## src/rtl/cp0_exc_ctrl_pkg.sv

```systemverilog
// Shared CP0 definitions: register numbers, exception codes, field positions.
package cp0_exc_ctrl_pkg;

    localparam logic [4:0] CP0_SR    = 5'd12;
    localparam logic [4:0] CP0_CAUSE = 5'd13;
    localparam logic [4:0] CP0_EPC   = 5'd14;
    localparam logic [4:0] CP0_PRID  = 5'd15;

    typedef enum logic [4:0] {
        EXC_INT  = 5'd0,
        EXC_ADEL = 5'd4,
        EXC_ADES = 5'd5,
        EXC_RI   = 5'd10,
        EXC_OV   = 5'd12
    } exccode_e;

    localparam logic [31:0] PRID       = 32'h2021_0707;
    localparam logic [31:0] HANDLER_PC = 32'h0000_4180;

    localparam int unsigned SR_IE        = 0;
    localparam int unsigned SR_EXL       = 1;
    localparam int unsigned SR_IM_LO     = 10;
    localparam int unsigned SR_IM_HI     = 15;
    localparam int unsigned CAUSE_EXC_LO = 2;
    localparam int unsigned CAUSE_EXC_HI = 6;
    localparam int unsigned CAUSE_IP_LO  = 10;
    localparam int unsigned CAUSE_IP_HI  = 15;
    localparam int unsigned CAUSE_BD     = 31;

    // Return address for a victim: word-aligned, backed up one slot in a delay slot.
    function automatic logic [31:0] victim_epc(input logic [31:0] pc, input logic bd);
        logic [31:0] aligned;
        aligned = pc & 32'hffff_fffc;
        return bd ? aligned - 32'd4 : aligned;
    endfunction

endpackage

```

## src/rtl/cp0_exc_ctrl.sv

```systemverilog
// CP0 exception controller at the M stage: request decision, SR/Cause/EPC
// register file, mfc0/mtc0/eret semantics and the EPC bypass to fetch.
module cp0_exc_ctrl #(
    parameter logic [31:0] PRID       = cp0_exc_ctrl_pkg::PRID,
    parameter logic [31:0] HANDLER_PC = cp0_exc_ctrl_pkg::HANDLER_PC
) (
    input  logic        clk,
    input  logic        reset,
    input  logic [4:0]  addr,
    input  logic        we,
    input  logic [31:0] wdata,
    output logic [31:0] rdata,
    input  logic [31:0] vpc,
    input  logic        bd_in,
    input  logic [4:0]  exccode_in,
    input  logic [5:0]  hw_int,
    input  logic        eret,
    output logic        req,
    output logic [31:0] EPC,
    output logic [31:0] handler_pc
);
    import cp0_exc_ctrl_pkg::*;

    logic [5:0]  im_q, im_d;
    logic        exl_q, exl_d;
    logic        ie_q, ie_d;
    logic        bd_q, bd_d;
    logic [5:0]  ip_q, ip_d;
    logic [4:0]  code_q, code_d;
    logic [31:0] epc_q, epc_d;

    logic        int_req;
    logic        exc_req;
    logic [4:0]  code_taken;
    logic [31:0] sr_val;
    logic [31:0] cause_val;

    always_comb begin
        int_req    = ie_q & ~exl_q & (|(hw_int & im_q));
        exc_req    = ~exl_q & (exccode_in != '0);
        req        = int_req | exc_req;
        code_taken = int_req ? EXC_INT : exccode_in;
    end

    always_ff @(posedge clk) begin
        if (reset) begin
            im_q   <= '0;
            exl_q  <= 1'b0;
            ie_q   <= 1'b0;
            bd_q   <= 1'b0;
            ip_q   <= '0;
            code_q <= '0;
            epc_q  <= '0;
        end else begin
            im_q   <= im_d;
            exl_q  <= exl_d;
            ie_q   <= ie_d;
            bd_q   <= bd_d;
            ip_q   <= ip_d;
            code_q <= code_d;
            epc_q  <= epc_d;
        end
    end

    // A taken request overrides any mtc0 or eret in the same cycle.
    always_comb begin
        im_d   = im_q;
        exl_d  = exl_q;
        ie_d   = ie_q;
        bd_d   = bd_q;
        ip_d   = hw_int;
        code_d = code_q;
        epc_d  = epc_q;
        if (req) begin
            exl_d  = 1'b1;
            code_d = code_taken;
            bd_d   = bd_in;
            epc_d  = victim_epc(vpc, bd_in);
        end else begin
            if (we && addr == CP0_SR) begin
                im_d  = wdata[SR_IM_HI:SR_IM_LO];
                exl_d = wdata[SR_EXL];
                ie_d  = wdata[SR_IE];
            end
            if (we && addr == CP0_EPC) begin
                epc_d = wdata;
            end
            if (eret) begin
                exl_d = 1'b0;
            end
        end
    end

    always_comb begin
        sr_val                           = '0;
        sr_val[SR_IM_HI:SR_IM_LO]        = im_q;
        sr_val[SR_EXL]                   = exl_q;
        sr_val[SR_IE]                    = ie_q;
        cause_val                        = '0;
        cause_val[CAUSE_BD]              = bd_q;
        cause_val[CAUSE_IP_HI:CAUSE_IP_LO]   = ip_q;
        cause_val[CAUSE_EXC_HI:CAUSE_EXC_LO] = code_q;

        case (addr)
            CP0_SR:    rdata = sr_val;
            CP0_CAUSE: rdata = cause_val;
            CP0_EPC:   rdata = epc_q;
            CP0_PRID:  rdata = PRID;
            default:   rdata = '0;
        endcase

        EPC        = (we && addr == CP0_EPC) ? wdata : epc_q;
        handler_pc = HANDLER_PC;
    end

endmodule
```

## config.mk

```make
export PLATFORM = sky130hd
export DESIGN_NAME = cp0_exc_ctrl
export DESIGN_NICKNAME = d
export VERILOG_FILES = /design/src/rtl/cp0_exc_ctrl_pkg.sv /design/src/rtl/cp0_exc_ctrl.sv
export SDC_FILE = /design/constraint.sdc
export NUM_CORES = 1
export LEC_CHECK = 0
export ABC_AREA = 1
export ABC_CLOCK_PERIOD_IN_PS = 1500
export CORE_ASPECT_RATIO = 0.8
export CORE_MARGIN = 4
export CORE_UTILIZATION = 38
export DETAILED_ROUTE_END_ITERATION = 12
export PLACE_DENSITY_LB_ADDON = 0.08
export REMOVE_ABC_BUFFERS = 1
export SLEW_MARGIN = 30
export SYNTH_ARGS = -nofsm -noshare
export SYNTH_HDL_FRONTEND = slang
export SYNTH_SLANG_ARGS = --single-unit
```

## constraint.sdc

```tcl
create_clock -name clk -period 1.5 [get_ports clk]
set_clock_uncertainty 0.2 [all_clocks]
set_input_delay 0.15 -clock clk [delete_from_list [all_inputs] [get_ports clk]]
set_output_delay 0.15 -clock clk [all_outputs]
set_load 0.02 [all_outputs]
```

---- Word-level counts from Yosys, hierarchy flattened ----
Cells that the tools add are included.
word-level totals
  latch bits .............................. 0
  input bits .............................. 85
  memories ................................ 0
  bits in registers ....................... 52
  RAM bits ................................ 0
  output and inout bits ................... 97
  bits in read-only memories .............. 0
  word-level logic and storage cells ...... 33
cells by class
  order comparisons ....................... 0
  $add $sub $neg .......................... 1
  bitwise gates (word level) .............. 7
  divide/modulo/power cells ............... 0
  multiply operators ...................... 0
  multiplexer cells ....................... 8
  shift operators ......................... 0
  equal/unequal tests ..................... 4
  reduce and logical (&&, ||, !) cells .... 6
operators by type and width
  kind                                                 count
  one-hot mux 32 bit (4 select lines)                  1
  2-to-1 mux 32 bit                                    3
  subtractor 32 x 3 -> 32 bit, second input constant   1
  equality test 5 x 4 -> 1 bit, second input constant  4
  AND 6 bit                                            1
  OR reduction 6 bit                                   1
  2-to-1 mux 5 bit                                     1
  nonzero test 5 bit                                   1
  AND 1 bit                                            3
  2-to-1 mux 1 bit                                     3
  nonzero test 3 bit                                   1
  logical AND 1 bit                                    2
  inverter 1 bit                                       2
  AND reduction 2 bit                                  1
  bitwise OR 1 bit                                     1

---- Depth between registers and ports, before layout ----
Gate-level depths: netlist of the first run.
  depth after elaboration ................. 6
  depth in mapped cells ................... 12
  depth with buffers taken out ............ 12

---- Least setup slack after synthesis of the first run ----
No wires, ideal clock.
  kind .................................... in2out
  from .................................... input port addr[3]
  to ...................................... output port rdata[3]
  required time ........................... 1150 ps
  slack ................................... -37 ps
  stages on the path ...................... 5
  arrival time ............................ 1187 ps
  path through ............................ nand2_1 > nor2_4 > nand2_1 > clkbuf_1 > o21ai_0
on the way
  word-level cells in the longest chain between the ends .. 2
RTL lines
  what                                   line                 RTL
  from (decl)                            cp0_exc_ctrl.sv:9    input logic [4:0] addr,
  equality test 5 x 4 -> 1 bit           cp0_exc_ctrl.sv:104  case (addr)
  one-hot mux 32 bit (4 select lines) *  cp0_exc_ctrl.sv:104
  to (decl)                              cp0_exc_ctrl.sv:12   output logic [31:0] rdata,
Mark *: on every way between the ends. The rest lies on a longest branch, timed or not.

---- Final worst setup path of the first run ----
  from .................................... register im_q[4]
  to ...................................... register code_q[0]
on the way
  word-level cells in the longest chain between the ends .. 4
RTL lines
  what                                                  line                                    RTL
  from (decl)                                           cp0_exc_ctrl.sv:24                      logic [5:0] im_q, im_d;
  from (signal assigned)                                cp0_exc_ctrl.sv:55                      im_q <= im_d;
  AND 6 bit *                                           cp0_exc_ctrl.sv:39                      int_req = ie_q & ~exl_q & (|(hw_int & im_q));
  OR reduction 6 bit *                                  cp0_exc_ctrl.sv:39
  AND 1 bit *                                           cp0_exc_ctrl.sv:39
  2-to-1 mux 5 bit or bitwise OR 1 bit (tied branches)  cp0_exc_ctrl.sv:42, cp0_exc_ctrl.sv:41
  to (signal assigned)                                  cp0_exc_ctrl.sv:60                      code_q <= code_d;
  to (decl)                                             cp0_exc_ctrl.sv:29                      logic [4:0] code_q, code_d;
Marks and branches as above.
A chain may end at the register's enable or synchronous reset.

==> impl_results.md, run 1 <==
* Hold Path Class: primary input to flop
* Worst reg-to-reg setup slack at -0.28 ns
* Worst Setup End Kind: flop
* Commonest cells after routing, fill and taps aside: buf_4, nand2_1, inv_1
* Setup repair after global routing missed its margin: yes
* Leak Pwr at 3.85 nW
* Die Y-Extent at 97.9 um
* Max Clock Freq at 0.563 GHz
* Avg Inst Size Synth at 6.08 sq um
* Clock period minus final worst setup slack at 1.78 ns
* Via total after detailed routing at 5169
* Wire length per cell at 16.1 um
* Number of enable flip-flop cells after synthesis at 0
* Number of H-tree levels at 2
* Critical-path maximum fanout at 8
* Clk pin slew, worst setup/hold paths at 0.07 ns
* Critical path arrival at 1.80 ns
* CP most frequent cell: nand2_2
* Commonest register cell after synthesis: dfxtp_1
* Area added between synthesis and finish at 101%
* Share of flip-flops with an asynchronous set or reset at 0%
* Highest cell delay on the worst timing path at 0.32 ns
* Power consumption at 4.65 mW
* Violated checks: negative setup slack
* Final nets at 1037
* Share of the synthesized area in the top cell type at 27.1%
* Run status: complete, but fails checks
* PwrDens at 601 nW/um^2
* Antenna violations before repair at 0
* Post-Synthesis Cells at 632
* Clock tree from TritonCTS: built
* CP Cell Sequence: nand2_1, nand2_2, nor2_2, nand2_2, nand2_4, nand2_4, buf_8, nor2_4, buf_8, nand2_2, o21ai_1
* Reg2Reg Launch Point: im_q[4]$_SDFFE_PP0P_
* Die X-Extent at 120 um
* Number of pins exceeding their max-slew limit in the final report at 0
* Full die area at 11800 sq um
* Buffers on Ports at 147
* Worst-case vdd ir drop at 0.455 mV
* Category of the most critical setup path: flop to flop
* Clock latency reported for the late side of the worst-skew pair at 0.30 ns
* Netlist area before placement at 3840 sq um
* Clock sinks at 52
* Cell at the root of the clock tree: clkbuf_16
* Max Root-Sink Buffers at 2
* Yosys top cell by area: dfxtp_1
* First element of the critical path: im_q[4]$_SDFFE_PP0P_
* Cell family with the largest share of critical-path delay: simple AND/OR/NAND/NOR gates
* Area of the placeable core at 9770 sq um
* Routed vias/inst at 4.75
* Final HPWL DP at 11.7 mm
* Maximum number of pins on one net before global-route repair at 18
* Post-route clock period utilization at 118%
* Final-layout setup total negative slack at -11.45 ns
* Proportion of synthesized chip area in sequential cells at 27.1%
* Count of unresolved DRC violations after routing at 0
* Setup violation total in the final timing report at 72
* Detailed Route Iter0 Violations at 239
* Max Cap Violations at 0
* Count of pins on the block boundary at 182
* Buffer and inverter count on the worst path at 2
* Yosys cell types at 32
* Routability congestion estimate at 0.911
* First-pass GRT wire length at 25.1 mm
* Routed WL at 17.5 mm
* Count of state elements after synthesis at 52
* Number of antenna cells inserted at 0
* Crit path to: code_q[0]$_SDFFE_PP0N_
* WP data required at 1.52 ns
* Most common cell after layout, fill and taps aside: buf_4
* End of the worst register-to-register path: code_q[0]$_SDFFE_PP0N_
* Number of buffers inserted during clock tree synthesis at 5
* Initial core utilization at 39.3%
* Total global-route track usage at 26.6%
* CP Launch Type: flop
* Crit path max-delay cell type: dfxtp_2
* Worst Slack Setup Final at -0.277 ns
* Pre-Repair DR Iteration Count at 4
* Standard-cell row count at 32
* Yosys warnings at 0
* Via count of the first global-routing pass at 5069
* Number of nets with antenna violations after detailed routing at 0
* Cells on worst reg2reg path at 11
* GR Overflow Total at 0
* Number of hold-slack violations in the final timing report at 0
* Proportion of layout cells with a drive suffix above 1 at 45.0%
* Largest cells by area after synthesis: dfxtp_1, nand2_1, nor2_1, inv_1, buf_4
* Stages on the worst setup path at 11
flip-flops by register name (all words and copies together) (netlist names):
name / cells
epc_q: 32
ip_q: 6
bd_q: 1
im_q: 6
ie_q: 1
exl_q: 1
code_q: 5
worst min-delay path by stage:
stage | from | to | cells past startpoint
after floorplan | reset | ip_q[0]$_SDFF_PP0_ | 1
after global placement | code_q[0]$_SDFFE_PP0N_ | code_q[0]$_SDFFE_PP0N_ | 2
after detailed placement | code_q[4]$_SDFFE_PP0N_ | code_q[4]$_SDFFE_PP0N_ | 2
after CTS | exccode_in[0] | code_q[0]$_SDFFE_PP0N_ | 3
after global routing | exccode_in[0] | code_q[0]$_SDFFE_PP0N_ | 3
final | exccode_in[1] | code_q[1]$_SDFFE_PP0N_ | 3
worst register-to-register path: cells and delay by family (launching register included):
kind                   cells  cell delay [ns]
AOI/OAI and AO/OA          1             0.08
DFF                        1             0.32
and+or+nand+nor            8             0.76
buffers and inverters      2             0.34
synthesized netlist by cell type, types with 2 or more instances:
master    count
a21oi_1       6
buf_4        39
buf_6         3
clkbuf_1      4
conb_1        2
dfxtp_1      52
inv_1        93
nand2_1     185
nand2_2       3
nand3_1      32
nand3_4       2
nand4_1       6
nor2_1       96
nor2_2        6
nor2_4        3
nor3_1        4
o21ai_0      40
o21ai_1       4
o21ai_2      23
o221ai_1      5
xnor2_1       4
xor2_1       10
cell type report:
| cell class | count | area (sq um) |
|---|---|---|
| Timing Repair Buffer | 330 | 3120 |
| Fill cell | 711 | 2040 |
| Multi-Input combinational cell | 468 | 2870 |
| Tap cell | 136 | 170 |
| Clock buffer | 5 | 125 |
| Clock inverter | 3 | 23.8 |
| Sequential cell | 52 | 1050 |
| Inverter | 94 | 369 |
where the power goes:
| part | switching (mW) | leakage [nW] | internal (mW) |
|---|---|---|---|
| Clock | 0.572 | 0.0660 | 0.623 |
| Sequential | 0.0447 | 0.432 | 1.49 |
| Combinational | 0.954 | 3.36 | 0.967 |
| Total | 1.57 | 3.85 | 3.08 |
what timing repair did:
action,4_1_cts,5_1_grt
gates resized for setup,454,208
cloned,6,3
buffers inserted,26,23
hold buffers,0,1
pin swaps,24,43
hold endpoints to repair,0,1
setup endpoints to repair,111,110
cells by family after synthesis:
kind of cell    Yosys count  synth area share [%]
simple gates            340                  37.0
buf+inv                 143                  18.9
compound gates           80                  13.4
flops                    52                  27.1
xor+xnor                 14                  3.19
other cells               2                 0.196
fa+ha+maj                 1                 0.326
through the flow:
step                cell area [sq um]  utilization [%]  cells  setup slack (ns)  hold WS [ns]
floorplan                        3590                -    613            -0.495        0.0212
global route                     7730             79.1   1088            -0.333        0.0757
detailed placement               6290             64.4   1029            -0.948         0.253
CTS                              7130             72.9   1068            -0.204        0.0676
finish                           7730             79.1   1088            -0.277        0.0571
global placement                 6290             64.4   1029            -0.915         0.242
per-layer routing:
layer	global-route usage (%)	part of all wire (%)	wire, um
met1	34.7	43	7530
met2	44.7	48	8360
met3	5.04	6.9	1200
met4	8.10	2.1	364
met5	0	0	0
No activity file was read; power rests on OpenSTA's default activity.
==> run 2, diff against run 1 <==
Settings changed: ABC_CLOCK_PERIOD_IN_PS 1500 to 1900, CORE_UTILIZATION 38 to 42.
Clock period 1.5 ns to 1.9 ns, I/O delays scaled along.
==> impl_results.md, run 2 (synthesis gave the netlist of run 1 again) <==
* Cell at the root of the clock tree: clkbuf_16 (unchanged)
* Total global-route track usage at 25.8% (was 26.6%)
* Hold Path Class: primary input to flop (unchanged)
* Number of hold-slack violations in the final timing report at 0 (unchanged)
* Cells on worst reg2reg path at 11 (unchanged)
* Highest cell delay on the worst timing path at 0.29 ns (was 0.32 ns)
* Met1 track demand over resource at 34.4% (was 34.7%)
* Highest-utilization routing layer at the global route stage: met2 (unchanged)
* Area added between synthesis and finish at 69.3% (was 101%)
* Via count of the first global-routing pass at 4602 (was 5069)
* Number of buffers inserted during clock tree synthesis at 5 (unchanged)
* Multi-input gate area at 2360 sq um (was 2870 sq um)
* Maximum number of pins on one net before global-route repair at 20 (was 18)
* Area of all placed cells without fillers at 6500 sq um (was 7730 sq um)
* Clock period minus final worst setup slack at 1.83 ns
* Leak Pwr at 3.26 nW (was 3.85 nW)
* Number of nets with antenna violations after detailed routing at 0 (unchanged)
* Detailed Route Iter0 Violations at 342 (was 239)
* Met2 layer usage reported by global route at 44.1% (was 44.7%)
* Stages on the worst setup path at 7 (was 11)
* Category of the most critical setup path: primary input to output pin (was flop to flop)
* Max Root-Sink Buffers at 2 (unchanged)
* Number of H-tree levels at 2 (unchanged)
* Area post-placement at 6000 sq um (was 6290 sq um)
* Final HPWL DP at 11.0 mm (was 11.7 mm)
* Flip-flop and latch area at 1050 sq um (about the same)
* Buffers on Ports at 147 (unchanged)
* Max Cap Violations at 0 (unchanged)
* First-pass GRT wire length at 22.4 mm (was 25.1 mm)
* Number of cells in the design after placement at 971 (was 1029)
* Routed WL at 15.4 mm (was 17.5 mm)
* Standard-cell row count at 30 (was 32)
* Clock sinks at 52 (unchanged)
* Die Y-Extent at 93.5 um (was 97.9 um)
* CP Launch Type: primary input (was flop)
* Setup violation total in the final timing report at 0 (was 72)
* Commonest cells after routing, fill and taps aside: nand2_1, buf_4, nor2_1 (was buf_4, nand2_1, inv_1)
* Area of the placeable core at 8710 sq um (was 9770 sq um)
* Cell family with the largest share of critical-path delay: buffers and inverters (was simple AND/OR/NAND/NOR gates)
* Wire length per cell at 15.5 um (was 16.1 um)
* Initial core utilization at 44.1% (was 39.3%)
* Biggest registers after layout: epc_q x32, im_q x6, ip_q x6 (unchanged)
* Clk pin slew, worst setup/hold paths at 0.07 ns (about the same)
* GR Overflow Total at 0 (unchanged)
* Largest register by flop count: epc_q (unchanged)
* Most common cell after layout, fill and taps aside: nand2_1 (was buf_4)
* Count of unresolved DRC violations after routing at 0 (unchanged)
* Cell depth of the worst min-delay path at 4 (was 3)
* Critical path arrival at 1.44 ns (was 1.80 ns)
* Clock tree from TritonCTS: built (unchanged)
* Crit path max-delay cell type: dlygate4sd2_1 (was dfxtp_2)
* Measured slew at the worst slew-check pin at 0.541 ns
* Final-layout setup total negative slack at 0 ns (was -11.45 ns)
* Count of non-filler cells in the finished layout at 997 (was 1088)
* Routed vias/inst at 4.84 (was 4.75)
* Number of antenna cells inserted at 0 (unchanged)
* Critical-path maximum fanout at 5 (was 8)
* Fill cell total of the finished layout at 691 (was 711)
* Worst-case vdd ir drop at 0.376 mV (was 0.455 mV)
* Clock latency reported for the late side of the worst-skew pair at 0.29 ns (was 0.30 ns)
* Count of pins on the block boundary at 182 (unchanged)
* Antenna violations before repair at 0 (unchanged)
* Pre-Repair DR Iteration Count at 7 (was 4)
* Via total after detailed routing at 4830 (was 5169)
* Routability congestion estimate at 0.893 (was 0.911)
* GR met3 Demand/Resource at 4.98% (was 5.04%)
* CP Cell Sequence: dlygate4sd2_1, nor2_4, inv_1, nor2_1, inv_1, a21oi_1, clkdlybuf4s15_2 (was nand2_1, nand2_2, nor2_2, nand2_2, nand2_4, nand2_4, buf_8, nor2_4, buf_8, nand2_2, o21ai_1)
* Worst setup slack after placement at -0.628 ns (was -0.948 ns)
* PwrDens at 512 nW/um^2 (was 601 nW/um^2)
* Full die area at 10700 sq um (was 11800 sq um)
* Max FFs per register at 32 (unchanged)
* Max Clock Freq at 0.548 GHz
* Normalized max-slew margin at 63.9%
* Number of pins exceeding their max-slew limit in the final report at 0 (unchanged)
* Post-route clock period utilization at 96.1%
* Run status: completed (was complete, but fails checks)
* Final nets at 970 (was 1037)
* Worst Setup End Kind: output pin (was flop)
* Buffer and inverter count on the worst path at 4 (was 2)
* Die X-Extent at 115 um (was 120 um)
* WP data required at 1.51 ns (was 1.52 ns)
* Worst Slack Setup Final at 0.0747 ns (was -0.277 ns)
* Proportion of layout cells with a drive suffix above 1 at 29.6% (was 45.0%)
* Power consumption at 3.33 mW (was 4.65 mW)
* CP most frequent cell: inv_1 (was nand2_2)
==> run 2: worst paths after layout <==
| path | startpoint | slack [ns] | to |
|---|---|---|---|
| setup / recovery | addr[4] | 0.07 | rdata[21] |
| hold / removal | vpc[3] | 0.15 | epc_q[3]$_SDFF_PP0_ |
| setup reg to reg | im_q[1]$_SDFFE_PP0P_ | 0.13 | epc_q[14]$_SDFF_PP0_ |
| hold reg to reg | code_q[0]$_SDFFE_PP0N_ | 0.27 | code_q[0]$_SDFFE_PP0N_ |
==> run 2: metrics by stage <==
stage	util (%)	hold slack, ns
floorplan	-	0.0612
global placement	69.0	0.239
detailed placement	69.0	0.251
CTS	71.0	0.248
global route	74.7	0.197
finish	74.7	0.155
==> run 2: where the power goes <==
part / switching, mW / internal [mW]
logic: 0.630 / 0.557
clock network: 0.407 / 0.526
registers: 0.0343 / 1.17
==> run 2: worst min-delay path, delay by kind of cell <==
| kind | cells | cell delay, ns |
|---|---|---|
| buf+inv | 2 | 0.24 |
| compound gates | 2 | 0.19 |
==> run 2: routing by layer <==
layer / vias up / wire [um]
li1: 2398 / -
met1: 2204 / 6830
met2: 218 / 7330
met3: 10 / 1160
met4: 0 / 89
met5: - / 0
==> run 2: layout make-up <==
cell class              count  area share (%)
clock buffers               7            2.19
clock inverters             1           0.115
inverters                  94            5.62
multi-input cells         467            36.4
flip-flops and latches     52            16.1
well taps                 112            2.16
repair buffers            264            37.5
==> run 2: timing repair <==
| item | CTS | global route |
|---|---|---|
| setup endpoints to repair | 81 | 64 |
| hold endpoints to repair | 0 | 4 |
| resized for setup | 269 | 82 |
| pin swaps | 2 | 18 |
| gates cloned | 4 | 4 |
| hold buffers | 0 | 4 |
| setup buffers | 3 | 3 |
==> run 3, diff against run 2 <==
Settings changed: TNS_END_PERCENT set to 10.
==> impl_results.md, run 3 (synthesis gave the netlist of run 1 again) <==
* Post-route clock period utilization at 96.6% (was 96.1%)
* Setup violation total in the final timing report at 0 (unchanged)
* Reg power frac at 37.0% (was 36.3%)
* Number of hold-slack violations in the final timing report at 0 (unchanged)
* Crit path max-delay cell type: clkdlybuf4s50_1 (was dlygate4sd2_1)
* Number of nets with antenna violations after detailed routing at 0 (unchanged)
* Wire length per cell at 14.7 um (was 15.5 um)
* Worst Setup End Kind: flop (was output pin)
* Number of pins exceeding their max-slew limit in the final report at 0 (unchanged)
* WP data required at 1.91 ns (was 1.51 ns)
* Worst setup slack after placement at -0.628 ns (unchanged)
* Internal power at 2.23 mW (was 2.26 mW)
* Pre-Repair DR Iteration Count at 5 (was 7)
* Category of the most critical setup path: primary input to flop (was primary input to output pin)
* Worst-case vdd ir drop at 0.365 mV (was 0.376 mV)
* Comb power frac at 34.5% (was 35.7%)
* Clock sinks at 52 (unchanged)
* GR Overflow Total at 0 (unchanged)
* Full die area at 10700 sq um (unchanged)
* Clock Power Share at 28.5% (was 28.0%)
* Routed vias/inst at 4.78 (was 4.84)
* Max Clock Freq at 0.545 GHz (was 0.548 GHz)
* Largest register by flop count: epc_q (unchanged)
* Clk pin slew, worst setup/hold paths at 0.07 ns (about the same)
* Critical-path maximum fanout at 9 (was 5)
* Initial core utilization at 44.1% (unchanged)
* Switching power summed over all nets at 1.03 mW (was 1.07 mW)
* Leak Pwr at 3.13 nW (was 3.26 nW)
* First-pass GRT wire length at 22.4 mm (unchanged)
* Area of the placeable core at 8710 sq um (unchanged)
* Final HPWL DP at 11.0 mm (unchanged)
* Switching part of the total power at 31.6% (was 32.2%)
* Setup repair after global routing missed its margin: yes
* Max Cap Violations at 0 (unchanged)
* Total global-route track usage at 25.8% (unchanged)
* CP Launch Type: primary input (unchanged)
* Most common cell after layout, fill and taps aside: nand2_1 (unchanged)
* Biggest registers after layout: epc_q x32, im_q x6, ip_q x6 (unchanged)
* Max FFs per register at 32 (unchanged)
* Via count of the first global-routing pass at 4602 (unchanged)
* Flip-flop and latch area at 1040 sq um (was 1050 sq um)
* Run status: completed (unchanged)
* Measured slew at the worst slew-check pin at 0.528 ns (was 0.541 ns)
* Clock tree from TritonCTS: built (unchanged)
* Number of antenna cells inserted at 0 (unchanged)
* GR met3 Demand/Resource at 4.98% (unchanged)
* Number of buffers inserted during clock tree synthesis at 5 (unchanged)
* Commonest cells after routing, fill and taps aside: nand2_1, buf_4, nor2_1 (unchanged)
* Met1 track demand over resource at 34.4% (unchanged)
* Critical path arrival at 1.85 ns (was 1.44 ns)
* Met2 layer usage reported by global route at 44.1% (unchanged)
* Routed WL at 14.6 mm (was 15.4 mm)
* Clock latency reported for the late side of the worst-skew pair at 0.29 ns (about the same)
* Area post-placement at 6000 sq um (unchanged)
* Clock period minus final worst setup slack at 1.83 ns (about the same)
* Multi-input gate area at 2270 sq um (was 2360 sq um)
* Routability congestion estimate at 0.893 (unchanged)
* Buffers on Ports at 147 (unchanged)
* Highest-utilization routing layer at the global route stage: met2 (unchanged)
* Fill cell total of the finished layout at 731 (was 691)
* Standard-cell row count at 30 (unchanged)
* Number of H-tree levels at 2 (unchanged)
* Area added between synthesis and finish at 64.0% (was 69.3%)
* Count of unresolved DRC violations after routing at 0 (unchanged)
* Cell at the root of the clock tree: clkbuf_16 (unchanged)
* Highest cell delay on the worst timing path at 0.41 ns (was 0.29 ns)
* Normalized max-slew margin at 64.7% (was 63.9%)
* Max Root-Sink Buffers at 2 (unchanged)
* Via total after detailed routing at 4740 (was 4830)
* Die Y-Extent at 93.5 um (unchanged)
* Antenna violations before repair at 0 (unchanged)
* PwrDens at 517 nW/um^2 (was 512 nW/um^2)
* CP Cell Sequence: clkdlybuf4s50_1, inv_1, nand3_1, o21ai_2, nand2_4, buf_12, nor2_4, buf_4, clkbuf_16, nand2_1, o21ai_0 (was dlygate4sd2_1, nor2_4, inv_1, nor2_1, inv_1, a21oi_1, clkdlybuf4s15_2)
* Proportion of layout cells with a drive suffix above 1 at 26.1% (was 29.6%)
* Final nets at 964 (was 970)
* Die X-Extent at 115 um (unchanged)
* Detailed Route Iter0 Violations at 327 (was 342)
* Count of pins on the block boundary at 182 (unchanged)
* Maximum number of pins on one net before global-route repair at 20 (unchanged)
* Hold Path Class: primary input to flop (unchanged)
* Area of all placed cells without fillers at 6300 sq um (was 6500 sq um)
* Worst Slack Setup Final at 0.0653 ns (was 0.0747 ns)
[run 3: cell count changes in the layout (fill, tap and decap cells not counted), sizes merged]
cell	delta
dlygate4sd3	-4
clkdlybuf4s50	+6
dlymetal6s2s	-6
buf	-2
[run 3: what timing repair did]
action	CTS	global route
pin swaps	2	3
hold buffers	0	0
endpoints found under the setup margin	81	64
cloned	4	1
setup buffers	3	4
gates resized for setup	267	31
[run 3: worst paths after layout]
check / slack [ns] / startpoint / cells after the start / to
worst max-delay path: 0.07 / exccode_in[3] / 11 / code_q[1]$_SDFFE_PP0N_
worst min-delay path: 0.25 / hw_int[0] / 3 / ip_q[0]$_SDFF_PP0_
worst max register to register: 0.13 / im_q[4]$_SDFFE_PP0P_ / 12 / code_q[1]$_SDFFE_PP0N_
worst min register to register: 0.27 / code_q[0]$_SDFFE_PP0N_ / 2 / code_q[0]$_SDFFE_PP0N_
[run 3: worst max-delay path: cells and delay by family]
kind	cells	cell delay [ns]
AO/OA/AOI/OAI	2	0.30
buffers and inverters	5	0.93
AND/OR/NAND/NOR	4	0.43
[run 3: through the flow]
| stage | util, % | hold WS (ns) | setup TNS, ns | cells | power (mW) |
|---|---|---|---|---|---|
| 2_1_floorplan | - | 0.0612 | -1.76 | 613 | 1.69 |
| 3_3_place_gp | 69.0 | 0.239 | -44.30 | 971 | 2.31 |
| 3_5_place_dp | 69.0 | 0.251 | -47.55 | 971 | 2.33 |
| 4_1_cts | 71.0 | 0.248 | -0.0337 | 986 | 3.22 |
| 5_1_grt | 72.4 | 0.257 | -0.139 | 991 | 3.40 |
| 6_report | 72.4 | 0.253 | 0 | 991 | 3.26 |
[run 3: power groups by stage]
stage          registers [mW]  logic (mW)  clock network (mW)
3_5_place_dp             1.23        1.10                   0
2_1_floorplan            1.22       0.470                   0
6_report                 1.21        1.12               0.929
4_1_cts                  1.21        1.07               0.937
5_1_grt                  1.21        1.21               0.984
3_3_place_gp             1.23        1.08                   0
[run 3: per-layer routing]
metal  up-vias  wire (um)  part of all wire, %
met5         -          0                    0
met4         0        108                 0.74
met3        12       1130                  7.7
met2       191       6770                   46
met1      2150       6600                   45
li1       2387          -                    -
[run 3: final cells by class]
type | count | share of cell area (%)
repair buffers | 258 | 37.0
multi-input cells | 467 | 36.1
flip-flops and latches | 52 | 16.5
inverters | 94 | 5.80
clock buffers | 7 | 2.26
well taps | 112 | 2.22
clock inverters | 1 | 0.119
